**src/rtl/or_unit_arbiter.sv**
```systemverilog
// -----------------------------------------------------------------------------
// or_unit_arbiter
//   Shares one external combinational bitwise-OR unit between two requesters.
//   One operation is in flight at a time:
//     IDLE -> grant a requester and capture its operands
//     EXEC -> capture the result of the shared OR unit
//     DONE -> pulse done to the owner for one cycle
//   Contention is resolved round-robin, and requester 0 wins first after reset.
//   The operands to the shared unit come straight from registers, so the unit
//   never sees requester-side glitches.
//
// Ports
//   clk                      system clock; all state updates on the rising edge
//   rst_n                    synchronous active-low reset
//   reqN_valid               requester N has an operation pending (N = 0, 1)
//   reqN_a, reqN_b           requester N operands, sampled on the accept edge
//   reqN_ready               requester N operation accepted this cycle
//   reqN_done                one-cycle pulse: reqN_result has just been updated
//   reqN_result              last result returned to requester N (held)
//   alu_a, alu_b             registered operands to the shared OR unit
//   alu_result               combinational result from the shared OR unit
//   busy                     high while an operation is in EXEC or DONE
// -----------------------------------------------------------------------------
module or_unit_arbiter #(
   parameter int WIDTH = 4
) (
   input  logic             clk,
   input  logic             rst_n,
   input  logic             req0_valid,
   input  logic [WIDTH-1:0] req0_a,
   input  logic [WIDTH-1:0] req0_b,
   output logic             req0_ready,
   output logic             req0_done,
   output logic [WIDTH-1:0] req0_result,
   input  logic             req1_valid,
   input  logic [WIDTH-1:0] req1_a,
   input  logic [WIDTH-1:0] req1_b,
   output logic             req1_ready,
   output logic             req1_done,
   output logic [WIDTH-1:0] req1_result,
   output logic [WIDTH-1:0] alu_a,
   output logic [WIDTH-1:0] alu_b,
   input  logic [WIDTH-1:0] alu_result,
   output logic             busy
);

   typedef enum logic [1:0] {
      ST_IDLE = 2'd0,
      ST_EXEC = 2'd1,
      ST_DONE = 2'd2
   } state_t;

   state_t           state_q, state_d;
   logic [WIDTH-1:0] op_a_q, op_a_d;
   logic [WIDTH-1:0] op_b_q, op_b_d;
   logic             owner_q, owner_d;
   logic             last_grant_q, last_grant_d;

   // Per-requester views, so that the arbitration logic can be indexed.
   logic [1:0]       req_valid;
   logic [WIDTH-1:0] req_a      [2];
   logic [WIDTH-1:0] req_b      [2];
   logic [1:0]       grant;
   logic [1:0]       done;
   logic [WIDTH-1:0] result_q   [2];
   logic [WIDTH-1:0] result_d   [2];

   assign req_valid = {req1_valid, req0_valid};
   assign req_a[0]  = req0_a;
   assign req_a[1]  = req1_a;
   assign req_b[0]  = req0_b;
   assign req_b[1]  = req1_b;

   // Round-robin grant. A requester wins when it is alone, or when both are
   // valid and it was not the last one served. Grants happen only in IDLE and
   // are forced low while reset is asserted.
   always_comb begin
      grant = 2'b00;
      if (rst_n && (state_q == ST_IDLE)) begin
         grant[0] = req_valid[0] && (!req_valid[1] ||  last_grant_q);
         grant[1] = req_valid[1] && (!req_valid[0] || !last_grant_q);
      end
   end

   // ---------------------------------------------------------------- state reg
   always_ff @(posedge clk) begin
      if (!rst_n) begin
         state_q      <= ST_IDLE;
         op_a_q       <= '0;
         op_b_q       <= '0;
         owner_q      <= 1'b0;
         last_grant_q <= 1'b1;
      end else begin
         state_q      <= state_d;
         op_a_q       <= op_a_d;
         op_b_q       <= op_b_d;
         owner_q      <= owner_d;
         last_grant_q <= last_grant_d;
      end
   end

   // --------------------------------------------------------------- next state
   always_comb begin
      state_d      = state_q;
      op_a_d       = op_a_q;
      op_b_d       = op_b_q;
      owner_d      = owner_q;
      last_grant_d = last_grant_q;
      case (state_q)
         ST_IDLE: begin
            if (grant[0]) begin
               op_a_d  = req_a[0];
               op_b_d  = req_b[0];
               owner_d = 1'b0;
               state_d = ST_EXEC;
            end else if (grant[1]) begin
               op_a_d  = req_a[1];
               op_b_d  = req_b[1];
               owner_d = 1'b1;
               state_d = ST_EXEC;
            end
         end
         ST_EXEC: begin
            // The priority pointer moves only once the operation has really
            // executed, so an aborted operation does not cost its owner a turn.
            last_grant_d = owner_q;
            state_d      = ST_DONE;
         end
         ST_DONE: begin
            state_d = ST_IDLE;
         end
         default: begin
            state_d = ST_IDLE;
         end
      endcase
   end

   // Result registers, one per requester. Each one is written only when its
   // own operation executes, so the other requester's traffic never disturbs it.
   generate
      for (genvar gi = 0; gi < 2; gi++) begin : g_result
         always_comb begin
            result_d[gi] = result_q[gi];
            if ((state_q == ST_EXEC) && (owner_q == 1'(gi))) begin
               result_d[gi] = alu_result;
            end
         end

         always_ff @(posedge clk) begin
            if (!rst_n) begin
               result_q[gi] <= '0;
            end else begin
               result_q[gi] <= result_d[gi];
            end
         end

         // Done is gated by rst_n so that an operation aborted by reset while
         // in DONE never produces a pulse.
         always_comb begin
            done[gi] = rst_n && (state_q == ST_DONE) && (owner_q == 1'(gi));
         end
      end
   endgenerate

   // ------------------------------------------------------------------ outputs
   always_comb begin
      req0_ready  = grant[0];
      req1_ready  = grant[1];
      req0_done   = done[0];
      req1_done   = done[1];
      req0_result = result_q[0];
      req1_result = result_q[1];
      alu_a       = op_a_q;
      alu_b       = op_b_q;
      busy        = rst_n && (state_q != ST_IDLE);
   end

endmodule

```
**config.mk**
```make
export PLATFORM = sky130hd
export DESIGN_NAME = or_unit_arbiter
export DESIGN_NICKNAME = d
export VERILOG_FILES = /design/src/rtl/or_unit_arbiter.sv
export SDC_FILE = /design/constraint.sdc
export NUM_CORES = 1
export LEC_CHECK = 0
export ABC_AREA = 1
export CORE_MARGIN = 8
export CORE_UTILIZATION = 35
export CTS_CLUSTER_SIZE = 20
export DETAILED_ROUTE_END_ITERATION = 8
export DONT_BUFFER_PORTS = 1
export PLACE_DENSITY_LB_ADDON = 0.1
export SLEW_MARGIN = 20
export SYNTH_ARGS = -nofsm -noshare
export SYNTH_HDL_FRONTEND = slang
export SYNTH_SLANG_ARGS = --single-unit
```
**constraint.sdc**
```tcl
create_clock -name clk -period 1 [get_ports clk]
set_input_delay 0.1 -clock clk [delete_from_list [all_inputs] [get_ports clk]]
set_output_delay 0.1 -clock clk [all_outputs]
set_load 0.02 [all_outputs]
```
# ---- Word level (Yosys, flattened, before mapping)
# Memories as Yosys holds them, arrays and structs flattened.
# Index checks and enable logic that the tools add are counted.
dict set report op_classes {
  add_sub_neg 0
  n_mul 0
  div 0
  n_lt_le_gt_ge 0
  n_eq_ne 3
  shift 0
  mux 16
  n_bitwise 3
  reduce_logical 18
}
# op count
set op_table {}
lappend op_table {{two-way mux 4 bit} 8}
lappend op_table {{logical AND 1 bit} 9}
lappend op_table {{two-way mux 2 bit} 3}
lappend op_table {{two-way mux 1 bit} 4}
lappend op_table {{case mux 2 bit (2 select lines)} 1}
lappend op_table {{nonzero test 2 bit} 2}
lappend op_table {{logical NOT 1 bit} 3}
lappend op_table {{inequality test 3 bit (second input constant)} 1}
lappend op_table {{equality test 2 x 1 -> 1 bit (second input constant)} 1}
lappend op_table {{equality test 2 bit (second input constant)} 1}
lappend op_table {{logical NOT 2 bit} 1}
lappend op_table {{logical OR 1 bit} 2}
lappend op_table {{bitwise OR 1 bit} 2}
lappend op_table {{AND reduction 2 bit} 1}
lappend op_table {{NOT 1 bit} 1}
dict set report totals {
  ff_bits 12
  latchBits 0
  ramBits 8
  mem_bits_ro 0
  inputBits 24
  output_inout_bits 21
  memories 1
}
# name words word_bits read_ports rd_clocked_by_memory_dff wr line_no
set memory_table {}
lappend memory_table {result_q 2 4 2 0 2 65} ;# logic [WIDTH-1:0] result_q [2];

# ---- Logic depth before layout (Yosys ltp)
# Gate-level depths: netlist (run 1).
dict set report depth {
  word_depth 7
  mapped_depth 9
  ltp_nobuf 8
}

# ---- Worst setup path before layout (run 1)
# Ideal clock, no wire load.
dict set report synth_path {
  kind {reg2out}
  startpoint {register owner_q}
  endpoint {output port req1_done}
  arrival_time_ns 1.106
  t_required_ns 0.900
  setup_slack_ns -0.206
  path_stages_with_launch 3
  n_path_buf 0
  cell_sequence {dfxtp_1 > inv_1 > nor4_1}
}
dict set report synth_between {
  elab_chain_cells 1
}
# element line_no
set synth_lines {}
lappend synth_lines {{from (decl)} 56} ;# logic owner_q, owner_d;
lappend synth_lines {{from (signal assigned)} 97} ;# owner_q <= owner_d;
lappend synth_lines {{logical AND 1 bit} 160} ;# done[gi] = rst_n && (state_q == ST_DONE) && (owner_q == 1'(gi));
lappend synth_lines {{to (decl)} 39} ;# output logic req1_done,
# No other way between the ends.

# ---- Worst setup path in the final report (run 1)
dict set report layout_path {
  startpoint {register state_q[1]}
  endpoint {output port req0_done}
}
dict set report layout_between {
  elab_chain_cells 3
}
# element line_no
set layout_lines {}
lappend layout_lines {{from (decl)} 53} ;# state_t state_q, state_d;
lappend layout_lines {{from (signal assigned)} 94} ;# state_q <= state_d;
lappend layout_lines {{equality test 2 bit} 160}
lappend layout_lines {{logical AND 1 bit (2 in series)} 160}
lappend layout_lines {{to (decl)} 33} ;# output logic req0_done,
# No other way between the ends.

==> metrics, run 1 <==
adder-cell share of the synthesized area=0; clock power share=0.238; Tightest Pin Transition=582.2 ps; H-tree depth=1; layout cells sized above 1=0.3279; clk sinks=20; Final period util=1.319; detail-routed net length per standard cell=13.79 um; Synth Instances=141; hold slack=-3.053 ps; pin count of the biggest net entering global routing=18; final core utilization=0.5462; Post-Route WL=2951 um; pre-CTS setup slack=-196.5 ps; area of the core=2710 um^2; I/O pins=45; outcome=complete, but fails checks; Skew-Pair Late Insertion Delay=310 ps; WP data required=900 ps; pwr/cell area=1348 nW/um^2; Comb power frac=0.294; Worst Hold Class=in2reg; yosys synthesis warning count=0; DRT iter0 DRCs=20; Setup crit end kind=primary output; leading area contributor after synthesis=dfxtp_1; xor and xnor area share after synthesis=0; sequential area share after synthesis=0.4071; Slew HR=0.6119; Die W=69.01 um; Die Y=69.01 um; crit path setup slack, layout=-318.9 ps; Crit Path Max Fanout=3; prevailing post-synth register cell=dfxtp_1; first-pass GRT wire length=4623 um; max-slew violations=0; die area=4762 um^2; Inserted Clock Buffers=3; most common cell in the netlist=nand2_1; Final min period=1319 ps; endpoints failing hold=1; TritonCTS clock tree=yes; initial antenna violation count=0; ys async rst share=0; Filler cells=266; Post-synth EDFFs=0; Area Overhead vs Synth=50.51%; WP data arrival=1220 ps; multi-input logic area=536.8 um^2; DRC Markers=0; post-synth top area share=0.4071; #FFs+latches synth=20; kind of critical path=reg2out; Post-Route Skew=5.816 ps; achievable frequency=758.2 MHz; vias in the first global route=1009; Switching Share=0.3200; total track usage=0.1130; Setup Viol. Count Final=21; grt ovf=0; CP Launch Type=flip-flop; routability cong.=0.7486; port bufs=0; DR pass1 iterations=7; Synth Area in Compound Gates=0.1196; Final nets=208; Worst VDD drop=0.001044 V; clk root buf=clkbuf_4; Area contributors post-synth=dfxtp_1, nand2_1, nor2_1; register area=405.4 um^2; synthesized area=983.4 um^2; Flop pwr share=0.468; syn avg cell area=6.975 um^2; main combinational cell family by area after synthesis=simple AND/OR/NAND/NOR gates; syn nets=165; site row count=19; Max Cap Viol=0; routed vias/inst=4.621; maximum clock path buffer count=2; violated checks=negative hold slack, negative setup slack; NetSw=0.6383 mW; via count=989; Post-DP HPWL=1818 um; Post-Synth Simple-Gate Area=0.3397; diode count=0; post-route ant nets=0; synth unique cells=19; Commonest cells post-synth=nand2_1, nor2_1, dfxtp_1, inv_1, a21oi_1; clock slew at the register clock pins of the worst setup and hold paths=110 ps; initial core utilization=0.3629; P_int=1.357 mW; Leak=0.7326 nW; RSZ-0062 raised after global routing=yes; mux cell area share after synthesis=0
## cell usage in the layout, fill, tap and decap left out, drive strengths merged
| master | Yosys | routed |
|---|---|---|
| nand2 | 33 | 34 |
| inv | 24 | 24 |
| nor4 | 2 | 2 |
| buf | 4 | 31 |
| nand3 | 4 | 4 |
| dlymetal6s4s | 0 | 1 |
| clkbuf | 0 | 4 |
| dlygate4sd3 | 0 | 8 |
| a21oi | 10 | 11 |
| a21boi | 1 | 1 |
| dfxtp | 20 | 20 |
| nand3b | 8 | 8 |
| nor2 | 26 | 26 |
| a211oi | 1 | 1 |
| o21ai | 8 | 8 |
## through the flow
stage	total power [mW]	setup TNS [ps]	cells	hold WS [ps]	cell area, um^2
floorplan	1.267	-557.1	141	293.3	1013
global placement	1.373	-1827	190	191.1	1179
detailed placement	1.384	-2178	190	201.1	1179
CTS	1.963	-3750	208	1.207	1401
global route	2.109	-5814	214	4.455	1480
finish	1.995	-3759	214	-3.053	1480
## state kept, by name, indices dropped and copies added (netlist names)
signal,count
state_q,2
result_q,8
last_grant_q,1
owner_q,1
alu_a,4
alu_b,4
## power groups by stage
stage,Clock (mW),Combinational [mW],Sequential (mW)
3_5_place_dp,0,0.434,0.949
4_1_cts,0.489,0.540,0.934
2_1_floorplan,0,0.277,0.990
5_1_grt,0.525,0.641,0.943
6_report,0.475,0.586,0.934
3_3_place_gp,0,0.426,0.946
## worst max-delay path, stage by stage (launching register included)
cell,delay (ps)
dfxtp_2,360
inv_4,40
buf_6,110
nor4_2,210
buf_4,190
## final timing paths
| kind | endpoint | cells after the start | slack (ps) | startpoint |
|---|---|---|---|---|
| setup reg to reg | alu_b[3] | 9 | -240 | state_q[0] |
| hold / removal | result_q[1][0] | 2 | -3 | alu_result[0] |
| hold reg to reg | result_q[1][3] | 2 | 460 | result_q[1][3] |
| setup / recovery | req0_done | 4 | -320 | state_q[1] |
## cells by family after synthesis
family | Yosys count
flip-flops | 20
AO/OA/AOI/OAI | 20
AND/OR/NAND/NOR | 73
buffers and inverters | 28
## layout make-up
| class | count | share of cell area |
|---|---|---|
| multi-input combinational | 95 | 0.3626 |
| tap | 31 | 0.02620 |
| clock buffer | 4 | 0.02451 |
| timing repair buffer | 40 | 0.2434 |
| sequential | 20 | 0.2739 |
| inverter | 24 | 0.06932 |
## routing by layer
| layer | vias to the layer above | share of wire | global-route usage |
|---|---|---|---|
| met4 | 0 | 0.0047 | 0.02278 |
| li1 | 520 | - | - |
| met5 | - | 0 | 0 |
| met3 | 2 | 0.083 | 0.05436 |
| met1 | 434 | 0.41 | 0.1172 |
| met2 | 33 | 0.51 | 0.2008 |
## repair_timing
item / 4_1_cts / 5_1_grt
gates cloned: 1 / 1
pin swaps: 5 / 4
endpoints found under the setup margin: 22 / 24
buffers inserted: 5 / 4
endpoints found under the hold margin: 19 / 2
hold buffers: 8 / 1
gates resized for setup: 17 / 8
(Power assumes the default switching activity.)
==> run 2, diff against run 1 <==
==> constraint.sdc (replaced) <==
create_clock -name clk -period 1 [get_ports clk]
set_input_delay 0.1 -clock clk [delete_from_list [all_inputs] [get_ports clk]]
set_output_delay 0.1 -clock clk [all_outputs]
set_load 0.005 [all_outputs]
==> run 2 against run 1 <==
Against the previous run: the flow still finishes with violations (negative hold slack, negative setup slack); sequential share of layout area up 1.7 points; sequential power shrank 1%; clock power increased by 3%; clock skew down 1.5 ps.
==> metrics, run 2 (synthesis gave the netlist of run 1 again) <==
Post-DP HPWL=1798 um; RSZ-0062 raised after global routing=yes; Post-Route Skew=4.270 ps; most frequent cells in the layout=nor2_1, nand2_1, inv_1; initial core utilization=0.3629; DR pass1 iterations=3; DRT iter0 DRCs=27; Slew HR=0.7711; pin count of the biggest net entering global routing=20; Worst Reg2Reg Path Length in Cells=9; I/O pins=45; Worst Hold Class=in2reg; WP data required=900 ps; vias in the first global route=977; routed vias/inst=4.929; Skew-Pair Late Insertion Delay=310 ps; violated checks=negative hold slack, negative setup slack; via count=976; pre-CTS setup slack=-201.5 ps; multi-input logic area=591.8 um^2; critical path endpoint=req1_done; placed inst area=1071 um^2; TritonCTS clock tree=yes; total track usage=0.1163; diode count=0; first-pass GRT wire length=4636 um; Slowest cell on crit path=dfxtp_2; Die Y=69.01 um; Largest Register=result_q; Die W=69.01 um; Post-Route WL=2860 um; max-slew violations=0; CP startpoint=state_q[0]; layout cells sized above 1=0.3593; DRC Markers=0; Final min period=1319 ps; Tightest Pin Transition=342.4 ps; Max Cap Viol=0; post-route cell area=1394 um^2; hold slack=-127.4 ps; port bufs=0; Leak=0.6526 nW; detail-routed net length per standard cell=14.44 um; Inserted Clock Buffers=3; crit path setup slack, layout=-319.1 ps; Area Overhead vs Synth=41.73%; FF-to-FF End=alu_a[0]; pwr/cell area=1358 nW/um^2; register area=405.4 um^2; Crit Path Max Fanout=4; Setup Viol. Count Final=23; Largest register FFs=8; initial antenna violation count=0; maximum clock path buffer count=2; site row count=19; Worst VDD drop=0.0006874 V; source of the worst hold timing path=rst_n; worst reg2reg setup slack=-250 ps; routability cong.=0.7631; Final period util=1.319; outcome=complete, but fails checks; grt ovf=0; Final nets=192; die area=4762 um^2; CP Launch Type=flip-flop; endpoints failing hold=18; WP data arrival=1220 ps; post-route ant nets=0; clk sinks=20; achievable frequency=758.1 MHz; Worst R2R Start=state_q[0]; Setup crit end kind=primary output; peak per-stage delay on the critical path=360 ps; Post-CTS Hold Buffers=1; Filler cells=279; H-tree depth=1; most common cell after layout, fill and taps aside=nor2_1; clock slew at the register clock pins of the worst setup and hold paths=120 ps; kind of critical path=reg2out; final core utilization=0.5143; area of the core=2710 um^2; clk root buf=clkbuf_4; CP Cell Sequence=buf_6, nor4_4, buf_4
run 2: cell types whose count changed in the layout (fill, tap and decap cells not counted), sizes merged:
cell / before / now
dlygate4sd3: 8 / 1
buf: 31 / 23
dlymetal6s4s: 1 / 0
run 2: per-stage QoR:
step | TNS (ps) | power [mW] | std cells
2_1_floorplan | -446.3 | 1.185 | 141
3_3_place_gp | -1410 | 1.240 | 178
3_5_place_dp | -1992 | 1.250 | 178
4_1_cts | -4465 | 1.873 | 195
5_1_grt | -6104 | 2.007 | 198
6_report | -4375 | 1.893 | 198
run 2: worst min-delay path by stage:
| stage | endpoint | slack [ps] | cells past startpoint |
|---|---|---|---|
| global placement | last_grant_q | 190 | 1 |
| CTS | last_grant_q | -130 | 1 |
| floorplan | result_q[0][0] | 290 | 2 |
| global route | last_grant_q | -130 | 1 |
| finish | last_grant_q | -130 | 1 |
| detailed placement | last_grant_q | 200 | 1 |
run 2: area by class of cell:
| cell class | count | area share |
|---|---|---|
| Inverter | 24 | 0.07002 |
| Clock buffer | 4 | 0.02603 |
| Tap cell | 31 | 0.02783 |
| Timing Repair Buffer | 24 | 0.1607 |
| Sequential cell | 20 | 0.2908 |
| Multi-Input combinational cell | 95 | 0.4246 |
run 2: layer usage:
| layer | share of wire | wire length, um | GRT usage | vias to the layer above |
|---|---|---|---|---|
| met5 | 0 | 0 | 0 | - |
| met4 | 0.031 | 88 | 0.04556 | 0 |
| li1 | - | - | - | 489 |
| met3 | 0.083 | 237 | 0.04721 | 8 |
| met1 | 0.41 | 1170 | 0.1265 | 446 |
| met2 | 0.48 | 1363 | 0.1957 | 33 |
run 2: power by group:
part / internal (mW) / leakage [nW] / switching [mW]
registers: 0.869 / 0.165 / 0.0533
logic: 0.229 / 0.467 / 0.253
clock network: 0.222 / 0.0210 / 0.267
run 2: worst max-delay path: cells and delay by family (launching register included):
family / cells / cell delay, ps
buf+inv: 2 / 280
simple gates: 1 / 270
flops: 1 / 360
run 2: timing repair:
action	in CTS	in global routing
buffers inserted	10	6
endpoints found under the hold margin	20	18
pin swaps	10	9
cloned	2	0
setup endpoints to repair	23	23
resized for setup	30	12
